==> config.mk <==
export PLATFORM = sky130hd
export DESIGN_NAME = uart_rx
export DESIGN_NICKNAME = d
export VERILOG_FILES = /design/src/rtl/uart_pkg.sv /design/src/rtl/uart_rx_tick.sv /design/src/rtl/uart_rx.sv
export SDC_FILE = /design/constraint.sdc
export NUM_CORES = 1
export LEC_CHECK = 0
export CORE_MARGIN = 2
export CORE_UTILIZATION = 50
export CTS_BUF_LIST = sky130_fd_sc_hd__clkbuf_8 sky130_fd_sc_hd__clkbuf_16
export DETAILED_ROUTE_END_ITERATION = 8
export GPL_TIMING_DRIVEN = 0
export PLACE_DENSITY = 0.73
export SLEW_MARGIN = 10
export SYNTH_ARGS = -nofsm -noshare
export SYNTH_HDL_FRONTEND = slang
export SYNTH_SLANG_ARGS = --single-unit
==> constraint.sdc <==
create_clock -name clk -period 2.4 [get_ports clk]
set_clock_uncertainty 0.05 [all_clocks]
set_input_delay 0.72 -clock clk [delete_from_list [all_inputs] [get_ports clk]]
set_output_delay 0.72 -clock clk [all_outputs]
set_load 0.005 [all_outputs]
==> src/rtl/uart_pkg.sv <==
// Shared definitions for the UART receive path: FSM state encoding, frame
// width and the oversample tick divider calculation.
package uart_pkg;

  localparam int DATA_BITS = 8;

  typedef enum logic [2:0] {
    IDLE,
    START,
    DATA,
    PARITY,
    STOP,
    WAIT_IDLE
  } rx_state_e;

  // Clock cycles per oversample tick (integer division, truncating).
  function automatic int calc_tick_div(input int clk_freq, input int baud,
                                       input int oversample);
    return clk_freq / (baud * oversample);
  endfunction

endpackage

==> src/rtl/uart_rx_tick.sv <==
// Free-running tick divider: counts 0..TICK_DIV-1 and raises tick for one
// clk at the wrap. A synchronous clear realigns the phase. Also reused by the
// transmitter with OVERSAMPLE=1.
module uart_rx_tick #(
  parameter int TICK_DIV = 651
) (
  input  logic clk,
  input  logic rst_n,
  input  logic clr,
  output logic tick
);

  localparam int              CNT_W    = (TICK_DIV > 1) ? $clog2(TICK_DIV) : 1;
  localparam logic [CNT_W-1:0] CNT_LAST = CNT_W'(TICK_DIV - 1);

  logic [CNT_W-1:0] cnt_q;

  assign tick = (cnt_q == CNT_LAST);

  // Divider counter: wraps at the tick, restarts on clear.
  always_ff @(posedge clk or negedge rst_n) begin
    // NOTE: sequential state is assigned with <= so every flop samples the pre-edge values.
    if (!rst_n) begin
      cnt_q <= '0;
    end else if (clr || tick) begin
      cnt_q <= '0;
    end else begin
      cnt_q <= cnt_q + 1'b1;
    end
  end

endmodule

==> src/rtl/uart_rx.sv <==
// 8-bit UART receiver, LSB first, 1 start / 1 stop bit, mid-bit sampling from
// an oversample tick. Valid/ready output with framing and overrun pulses.
// Optional parity (macro UART_RX_PARITY_EN): adds a PARITY state, the
// PARITY_ODD parameter and the parity_err output.
module uart_rx
  import uart_pkg::*;
#(
  parameter int CLK_FREQ   = 100_000_000,
  parameter int BAUD       = 9600,
  parameter int OVERSAMPLE = 16
`ifdef UART_RX_PARITY_EN
  ,
  parameter bit PARITY_ODD = 1'b0
`endif
) (
  input  logic                 clk,
  input  logic                 rst_n,
  input  logic                 rx,
  output logic [DATA_BITS-1:0] rx_data,
  output logic                 rx_valid,
  input  logic                 rx_ready,
  output logic                 frame_err,
  output logic                 overrun,
  output logic                 busy
`ifdef UART_RX_PARITY_EN
  ,
  output logic                 parity_err
`endif
);

  localparam int                TICK_DIV  = calc_tick_div(CLK_FREQ, BAUD, OVERSAMPLE);
  localparam int                SCNT_W    = $clog2(OVERSAMPLE);
  localparam int                BCNT_W    = $clog2(DATA_BITS);
  localparam logic [SCNT_W-1:0] HALF_LAST = SCNT_W'(OVERSAMPLE / 2 - 1);
  localparam logic [SCNT_W-1:0] FULL_LAST = SCNT_W'(OVERSAMPLE - 1);
  localparam logic [BCNT_W-1:0] BIT_LAST  = BCNT_W'(DATA_BITS - 1);

  logic [1:0]           sync_q;
  logic                 rx_s;
  logic                 tick;
  logic                 tick_clr;
  rx_state_e            state_q, state_d;
  logic [SCNT_W-1:0]    scnt_q;
  logic [BCNT_W-1:0]    bcnt_q;
  logic [DATA_BITS-1:0] shift_q;
  logic                 half_done;
  logic                 bit_done;
  logic                 data_sample;
  logic                 stop_sample;

  // Two-flop synchroniser; resets to the idle-high line level.
  always_ff @(posedge clk or negedge rst_n) begin
    if (!rst_n) sync_q <= 2'b11;
    else        sync_q <= {sync_q[0], rx};
  end

  assign rx_s = sync_q[1];

  uart_rx_tick #(
    .TICK_DIV(TICK_DIV)
  ) u_tick (
    .clk  (clk),
    .rst_n(rst_n),
    .clr  (tick_clr),
    .tick (tick)
  );

  assign half_done = tick && (scnt_q == HALF_LAST);
  assign bit_done  = tick && (scnt_q == FULL_LAST);

  // FSM state register.
  always_ff @(posedge clk or negedge rst_n) begin
    if (!rst_n) state_q <= IDLE;
    else        state_q <= state_d;
  end

  // FSM next-state logic.
  always_comb begin
    // NOTE: default assignment first so no path through the block infers a latch.
    state_d = state_q;
    case (state_q)
      IDLE:      if (!rx_s) state_d = START;
      START:     if (half_done) state_d = rx_s ? IDLE : DATA;
      DATA:
        if (bit_done && (bcnt_q == BIT_LAST)) begin
`ifdef UART_RX_PARITY_EN
          state_d = PARITY;
`else
          state_d = STOP;
`endif
        end
`ifdef UART_RX_PARITY_EN
      PARITY:    if (bit_done) state_d = STOP;
`endif
      STOP:      if (bit_done) state_d = rx_s ? IDLE : WAIT_IDLE;
      WAIT_IDLE: if (rx_s) state_d = IDLE;
      default:   state_d = IDLE;
    endcase
  end

  // FSM outputs: status and datapath strobes.
  always_comb begin
    busy        = (state_q != IDLE);
    tick_clr    = (state_q == IDLE) && !rx_s;
    data_sample = (state_q == DATA) && bit_done;
    stop_sample = (state_q == STOP) && bit_done;
  end

  // Sample/bit counters and shift register; shift fills from bit 7 (LSB first).
  always_ff @(posedge clk or negedge rst_n) begin
    if (!rst_n) begin
      scnt_q  <= '0;
      bcnt_q  <= '0;
      shift_q <= '0;
    end else begin
      if (state_q == IDLE || state_q == WAIT_IDLE ||
          (state_q == START && half_done) || bit_done) begin
        scnt_q <= '0;
      end else if (tick) begin
        scnt_q <= scnt_q + 1'b1;
      end

      if (state_q != DATA) bcnt_q <= '0;
      else if (bit_done)   bcnt_q <= bcnt_q + 1'b1;

      if (data_sample) shift_q <= {rx_s, shift_q[DATA_BITS-1:1]};
    end
  end

`ifdef UART_RX_PARITY_EN
  logic par_q;
  logic par_bad;

  // Captured parity bit from the PARITY state.
  always_ff @(posedge clk or negedge rst_n) begin
    if (!rst_n)                              par_q <= 1'b0;
    else if ((state_q == PARITY) && bit_done) par_q <= rx_s;
  end

  assign par_bad = ((^shift_q) ^ par_q) != PARITY_ODD;
`endif

  // Output register: byte handoff, handshake and one-cycle error pulses.
  always_ff @(posedge clk or negedge rst_n) begin
    if (!rst_n) begin
      rx_data    <= '0;
      rx_valid   <= 1'b0;
      frame_err  <= 1'b0;
      overrun    <= 1'b0;
`ifdef UART_RX_PARITY_EN
      parity_err <= 1'b0;
`endif
    end else begin
      frame_err  <= 1'b0;
      overrun    <= 1'b0;
`ifdef UART_RX_PARITY_EN
      parity_err <= 1'b0;
`endif
      if (rx_valid && rx_ready) rx_valid <= 1'b0;
      if (stop_sample) begin
        if (!rx_s) begin
          frame_err <= 1'b1;
`ifdef UART_RX_PARITY_EN
        end else if (par_bad) begin
          parity_err <= 1'b1;
`endif
        end else if (!rx_valid || rx_ready) begin
          // A same-cycle acceptance frees the slot, so the new byte loads.
          rx_data  <= shift_q;
          rx_valid <= 1'b1;
        end else begin
          overrun <= 1'b1;
        end
      end
    end
  end

endmodule

==> results of run 1 <==
## metal layers
metal	share of wire [%]	vias to the layer above
li1	-	622
met1	46	614
met2	49	29
met3	4.1	4
met4	1.1	0
met5	0	-
## synthesized netlist by cell type (all sizes together)
master,count
and3,1
nor2b,1
nor4,1
o21bai,1
mux2,16
or2,3
xor2,6
nor2,18
o21ai,7
dfstp,2
nand2b,3
inv,4
or3b,1
clkbuf,3
o22ai,1
a21oi,5
nor4b,1
dfrtp,39
or3,5
nand3,6
and2,2
nand4,1
and4,1
or4,1
ha,5
xnor2,5
a31oi,1
mux2i,3
nand2,11
or4b,2
o2111a,1
buf,2
o21a,1
nor3,4
nand3b,1
## worst max path at each step
| stage | start | end | slack, ns | cells past startpoint |
|---|---|---|---|---|
| 6_report | u_tick.cnt_q[0] | rx_data[1] | 0.003 | 7 |
| 2_1_floorplan | u_tick.cnt_q[0] | rx_data[0] | -0.14 | 7 |
| 3_5_place_dp | u_tick.cnt_q[0] | rx_data[3] | -0.45 | 7 |
| 3_3_place_gp | u_tick.cnt_q[0] | rx_data[5] | -0.36 | 7 |
| 4_1_cts | u_tick.cnt_q[0] | rx_data[5] | -0.02 | 7 |
| 5_1_grt | u_tick.cnt_q[0] | rx_data[1] | -0.08 | 7 |
## layout make-up
cell class                 instances  area share [%]
tap                               48            2.57
clock inverter                     3            2.79
buffer                             3           0.965
inverter                           4           0.643
clock buffer                       5            2.95
multi-input combinational        115            37.2
sequential                        41            44.1
timing repair buffer              21            8.79
## power by group through the flow
stage	logic (uW)	registers [uW]	clock network, uW
after floorplan	1.24	708	0
after global placement	18.9	708	0
after detailed placement	22.7	709	0
after CTS	22.6	695	668
after global routing	24.9	695	707
final	21.3	695	649
## state kept, by name, indices dropped and copies added (netlist names)
signal and cells:
bcnt_q 3, frame_err 1, overrun 1, rx_data 8
rx_valid 1, scnt_q 4, shift_q 8, state_q 3
sync_q 2, u_tick.cnt_q 10
## kinds of logic after synthesis
| kind of cell | synth area share (%) |
|---|---|
| simple gates | 18.7 |
| flops | 54.3 |
| mux | 11.1 |
| compound gates | 5.22 |
| xor+xnor | 5.09 |
| buf+inv | 2.25 |
| fa+ha+maj | 3.30 |
## repair_timing
item | 4_1_cts | 5_1_grt
endpoints found under the hold margin | 0 | 0
endpoints found under the setup margin | 18 | 22
buffers inserted | 5 | 0
gates resized for setup | 13 | 3
gates cloned | 0 | 0
pin swaps | 3 | 1
## stage by stage
step	hold slack [ns]	utilization [%]
6_report	0.264	63.7
5_1_grt	0.271	63.7
4_1_cts	0.266	63.4
3_5_place_dp	0.305	57.9
3_3_place_gp	0.296	57.5
2_1_floorplan	0.295	-
==> metrics.md, run 1 <==
| Metric | Value |
|---|---|
| CTS tree | `done` |
| WL final | `3.42 mm` |
| DRT Pass-1 Iters | `4` |
| Clock Power Share | `47.6%` |
| Crit share post-route | `99.9%` |
| First-pass GRT wire length | `6.14 mm` |
| H-tree Lvls | `2` |
| TNS Setup | `0 ns` |
| CP bufs+invs | `2` |
| Total power | `1370 uW` |
| Via-to-Cell Ratio | `5.29` |
| Final hold vios | `0` |
| Most common cell after layout, fill and taps aside | `dfrtp_1` |
| FF+latch count, synth | `41` |
| Fmax | `0.417 GHz` |
| Clock Latency Late Sink | `0.29 ns` |
| Register area | `1030 sq um` |
| Routed WL per cell | `14.3 um` |
| GRT Total Usage | `18.8%` |
| Worst Hold Class | `in -> async` |
| Switch share | `18.5%` |
| Post-DP Area | `2120 sq um` |
| Worst IR drop on VDD | `467 uV` |
| Crit path time final | `2.40 ns` |
| Syn Inst Count | `165` |
| Comb pwr share | `1.6%` |
| Layout cells sized above 1 | `25.0%` |
| Total of max-cap violations | `0` |
| Critical path type | `reg -> reg` |
| Max FO, Critical Path | `8` |
| Crit end category | `register` |
| Synth warnings | `0` |
| RD Place Congestion | `0.870` |
| Area Overhead vs Synth | `23.3%` |
| Gr ovfl total | `0` |
| Synthesized area per cell | `11.5 sq um` |
| Die X | `65.5 um` |
| Synth Cell Area | `1890 sq um` |
| Design Area, Final | `2330 sq um` |
| Nets | `200` |
| Synth top area cells | `dfrtp_1, mux2_2, nor2_1` |
| Crit path DAT | `2.53 ns` |
| RR Startpoint | `u_tick.cnt_q[0]` |
| Starting density of the core | `51.7%` |
| Slew headroom | `69.6%` |
| IO Port Bufs | `15` |
| Crit start category | `register` |
| Seq pwr share | `50.9%` |
| # rows | `22` |
| Die area | `4290 sq um` |
| Antenna violations before repair | `0` |
| Crit path max-delay cell type | `or4b_4` |
| Largest net degree at the start of global routing | `29` |
| Clock transition at path regs | `0.08 ns` |
| Final Setup Violations | `0` |
| IO Pins | `16` |
| Crit path largest cell delay | `0.46 ns` |
| Num CTS Buffers | `5` |
| RSZ-0062 raised after global routing | `true` |
| Setup slack at placement | `-0.454 ns` |
| Pins Over Slew Limit | `0` |
| Syn nets | `174` |
| Worst setup margin | `0.00302 ns` |
| GR Layer Usage met2 | `30.4%` |
| Worst reg2reg endpoint | `rx_data[1]` |
| Vias in the first global route | `1333` |
| Detailed-route via count | `1269` |
| Crit path max-delay family | `simple AND/OR/NAND/NOR gates` |
| Grt peak-use layer | `met2` |
| N_diodes | `0` |
| Starting DRT DRC Count | `47` |
| P_sw | `252 uW` |
| Top-area cell type share of the netlist area | `51.6%` |
| Outcome | `complete, no violations` |
| Pleak | `0.00108 uW` |
| Multi-input logic area | `868 sq um` |
| R2R setup slack | `0.003 ns` |
| Antenna Nets Post-Route | `0` |
| Pwr Density | `585 nW/um^2` |
| Cell taking the most area after synthesis | `dfrtp_1` |
| Cell Int Power | `1110 uW` |
| M1 GR Usage | `24.6%` |
| Part of the Yosys area used for sequential elements | `54.3%` |
| Non-Filler Instances | `240` |
| CP Cell Sequence | `inv_1, ha_2, or4b_4, or3_4, nor4b_4, buf_6, mux2_2` |
| Inst Count DP | `229` |
| WP data required | `2.53 ns` |
| DP HPWL | `2.36 mm` |
| Most frequent cells in the layout | `dfrtp_1, nor2_1, clkdlybuf4s50_1, nand2_1, mux2_2` |
| Fillers | `286` |
| Cts hold-fix bufs | `0` |
| Root buf cell | `clkbuf_8` |
| Clock Sinks | `41` |
| Placeable Area | `3660 sq um` |
| Distinct cells, synth | `39` |
| Worst slew pin tran | `0.455 ns` |
| Maximum clock path buffer count | `2` |
| FF-to-FF path depth | `7` |
| DRC viols | `0` |
| Die Ht | `65.5 um` |
| Met3 Use GR | `5.14%` |
(Power assumes the default switching activity.)
==> run 2, diff against run 1 <==
--- a/config.mk
+++ b/config.mk
@@ -5,13 +5,12 @@
 export SDC_FILE = /design/constraint.sdc
 export NUM_CORES = 1
 export LEC_CHECK = 0
-export CORE_MARGIN = 2
 export CORE_UTILIZATION = 50
 export CTS_BUF_LIST = sky130_fd_sc_hd__clkbuf_8 sky130_fd_sc_hd__clkbuf_16
 export DETAILED_ROUTE_END_ITERATION = 8
 export GPL_TIMING_DRIVEN = 0
 export PLACE_DENSITY = 0.73
-export SLEW_MARGIN = 10
+export SLEW_MARGIN = 20
 export SYNTH_ARGS = -nofsm -noshare
 export SYNTH_HDL_FRONTEND = slang
 export SYNTH_SLANG_ARGS = --single-unit
==> run 2 against run 1 <==
The flow now finishes with violations (negative setup slack). Via count rose by 4.3%. Routed wire length fell by 0.32%. Critical path depth stayed put. Critical endpoint is now rx_data[5].
==> metrics.md, run 2 (synthesis results as in run 1) <==
| Metric | Value |
|---|---|
| RR Startpoint | `u_tick.cnt_q[0]` |
| GRT Total Usage | `19.3%` |
| R2R setup slack | `-0.006 ns` |
| Clock Sinks | `41` |
| Area Overhead vs Synth | `21.7%` |
| Non-Filler Instances | `240` |
| Final core occ | `66.4%` |
| FF-to-FF path depth | `7` |
| Worst slew pin tran | `0.446 ns` |
| Most common cell after layout, fill and taps aside | `dfrtp_1` |
| Inst Count DP | `227` |
| IO Port Bufs | `15` |
| Die Ht | `63.5 um` |
| IO Pins | `16` |
| Max reg flops | `10` |
| Crit path time final | `2.41 ns` |
| Most frequent cells in the layout | `dfrtp_1, nor2_1, clkdlybuf4s50_1, nand2_1` |
| Top reg by flops | `u_tick.cnt_q` |
| Worst setup margin | `-0.00588 ns` |
| RD Place Congestion | `0.889` |
| Largest net degree at the start of global routing | `25` |
| Via-to-Cell Ratio | `5.51` |
| Starting density of the core | `54.6%` |
| Crit share post-route | `100%` |
| Die X | `63.5 um` |
| Maximum clock path buffer count | `2` |
| Outcome | `finished, violations left` |
| Starting DRT DRC Count | `79` |
| Antenna Nets Post-Route | `0` |
| Num CTS Buffers | `5` |
| Crit start category | `register` |
| Total of max-cap violations | `0` |
| Top Registers | `u_tick.cnt_q: 10 flops, rx_data: 8 flops, shift_q: 8 flops` |
| Vias in the first global route | `1328` |
| Design Area, Final | `2300 sq um` |
| Critical path type | `reg -> reg` |
| Placeable Area | `3470 sq um` |
| Antenna violations before repair | `0` |
| Routed WL per cell | `14.2 um` |
| Pleak | `0.00108 uW` |
| CTS tree | `done` |
| Slew headroom | `70.3%` |
| Die area | `4040 sq um` |
| DRC viols | `0` |
| Crit end category | `register` |
| Layout cells sized above 1 | `25.3%` |
| Fillers | `287` |
| Nets | `202` |
| Post-DP Area | `2120 sq um` |
| WL final | `3.41 mm` |
| RSZ-0062 raised after global routing | `true` |
| WP data required | `2.53 ns` |
| DRT Pass-1 Iters | `4` |
| Setup slack at placement | `-0.403 ns` |
| First-pass GRT wire length | `5.88 mm` |
| Clock Latency Late Sink | `0.29 ns` |
| Clock transition at path regs | `0.08 ns` |
| Gr ovfl total | `0` |
| H-tree Lvls | `2` |
| Worst Hold Class | `in -> async` |
| Detailed-route via count | `1323` |
| Pins Over Slew Limit | `0` |
| Violated checks | `negative setup slack` |
| Cts hold-fix bufs | `0` |
| N_diodes | `0` |
| Worst reg2reg endpoint | `rx_data[5]` |
| Final hold vios | `0` |
| Max FO, Critical Path | `8` |
| Root buf cell | `clkbuf_8` |
| Crit path DAT | `2.53 ns` |
| Final Setup Violations | `6` |
| Pwr Density | `495 nW/um^2` |
| # rows | `21` |
| Fmax | `0.416 GHz` |
| DP HPWL | `2.32 mm` |
| Worst IR drop on VDD | `425 uV` |
[run 2: cell types whose count changed in the layout (fill, tap and decap cells not counted), moves of 2 or more]
cell / before / now
buf_4: 4 / 6
mux2_2: 10 / 8
bufinv_16: 2 / 0
mux2_4: 6 / 8
[run 2: layout make-up]
type / instances / area, sq um / area share, %
buffer: 3 / 16.3 / 0.706
clock buffer: 5 / 68.8 / 2.99
clock inverter: 3 / 13.8 / 0.598
inverter: 4 / 15.0 / 0.652
multi-input combinational: 115 / 876 / 38.0
sequential: 41 / 1030 / 44.6
tap: 46 / 57.6 / 2.50
timing repair buffer: 23 / 228 / 9.89
[run 2: what timing repair did]
item	4_1_cts	5_1_grt
resized for setup	8	9
setup endpoints to repair	17	30
pin swaps	3	3
buffers inserted	5	2
[run 2: power breakdown]
part | leakage, uW | switching (uW) | total (uW) | internal, uW
clock | 0.0000491 | 226 | 423 | 197
combinational | 0.000475 | 14.2 | 22.9 | 8.67
sequential | 0.000551 | 1.74 | 695 | 694
total | 0.00108 | 242 | 1140 | 899
[run 2: worst max-delay path by stage]
stage,startpoint,end
2_1_floorplan,u_tick.cnt_q[0],rx_data[0]
3_3_place_gp,u_tick.cnt_q[0],rx_data[6]
3_5_place_dp,u_tick.cnt_q[0],rx_data[5]
4_1_cts,u_tick.cnt_q[0],rx_data[5]
5_1_grt,u_tick.cnt_q[0],rx_data[3]
6_report,u_tick.cnt_q[0],rx_data[5]
[run 2: layer usage]
metal,track usage [%],part of all wire (%)
met1,23.3,44
met4,7.95,1.6
met2,32.3,51
met5,0,0
met3,5.43,3.8
[run 2: critical path, cell delays in order, from the launching register on]
cell,delay [ns]
dfrtp_1,0.38
inv_1,0.06
ha_2,0.15
or4b_4,0.46
or3_4,0.40
nor4b_4,0.27
buf_6,0.21
mux2_4,0.31
[run 2: per-stage QoR]
step | TNS, ns | hold slack, ns | total power (uW)
final | -0.0182 | 0.308 | 1140
after global routing | -0.670 | 0.313 | 1180
after CTS | -0.228 | 0.308 | 1160
after detailed placement | -5.31 | 0.298 | 733
after global placement | -17.80 | 0.296 | 727
after floorplan | -1.08 | 0.295 | 709
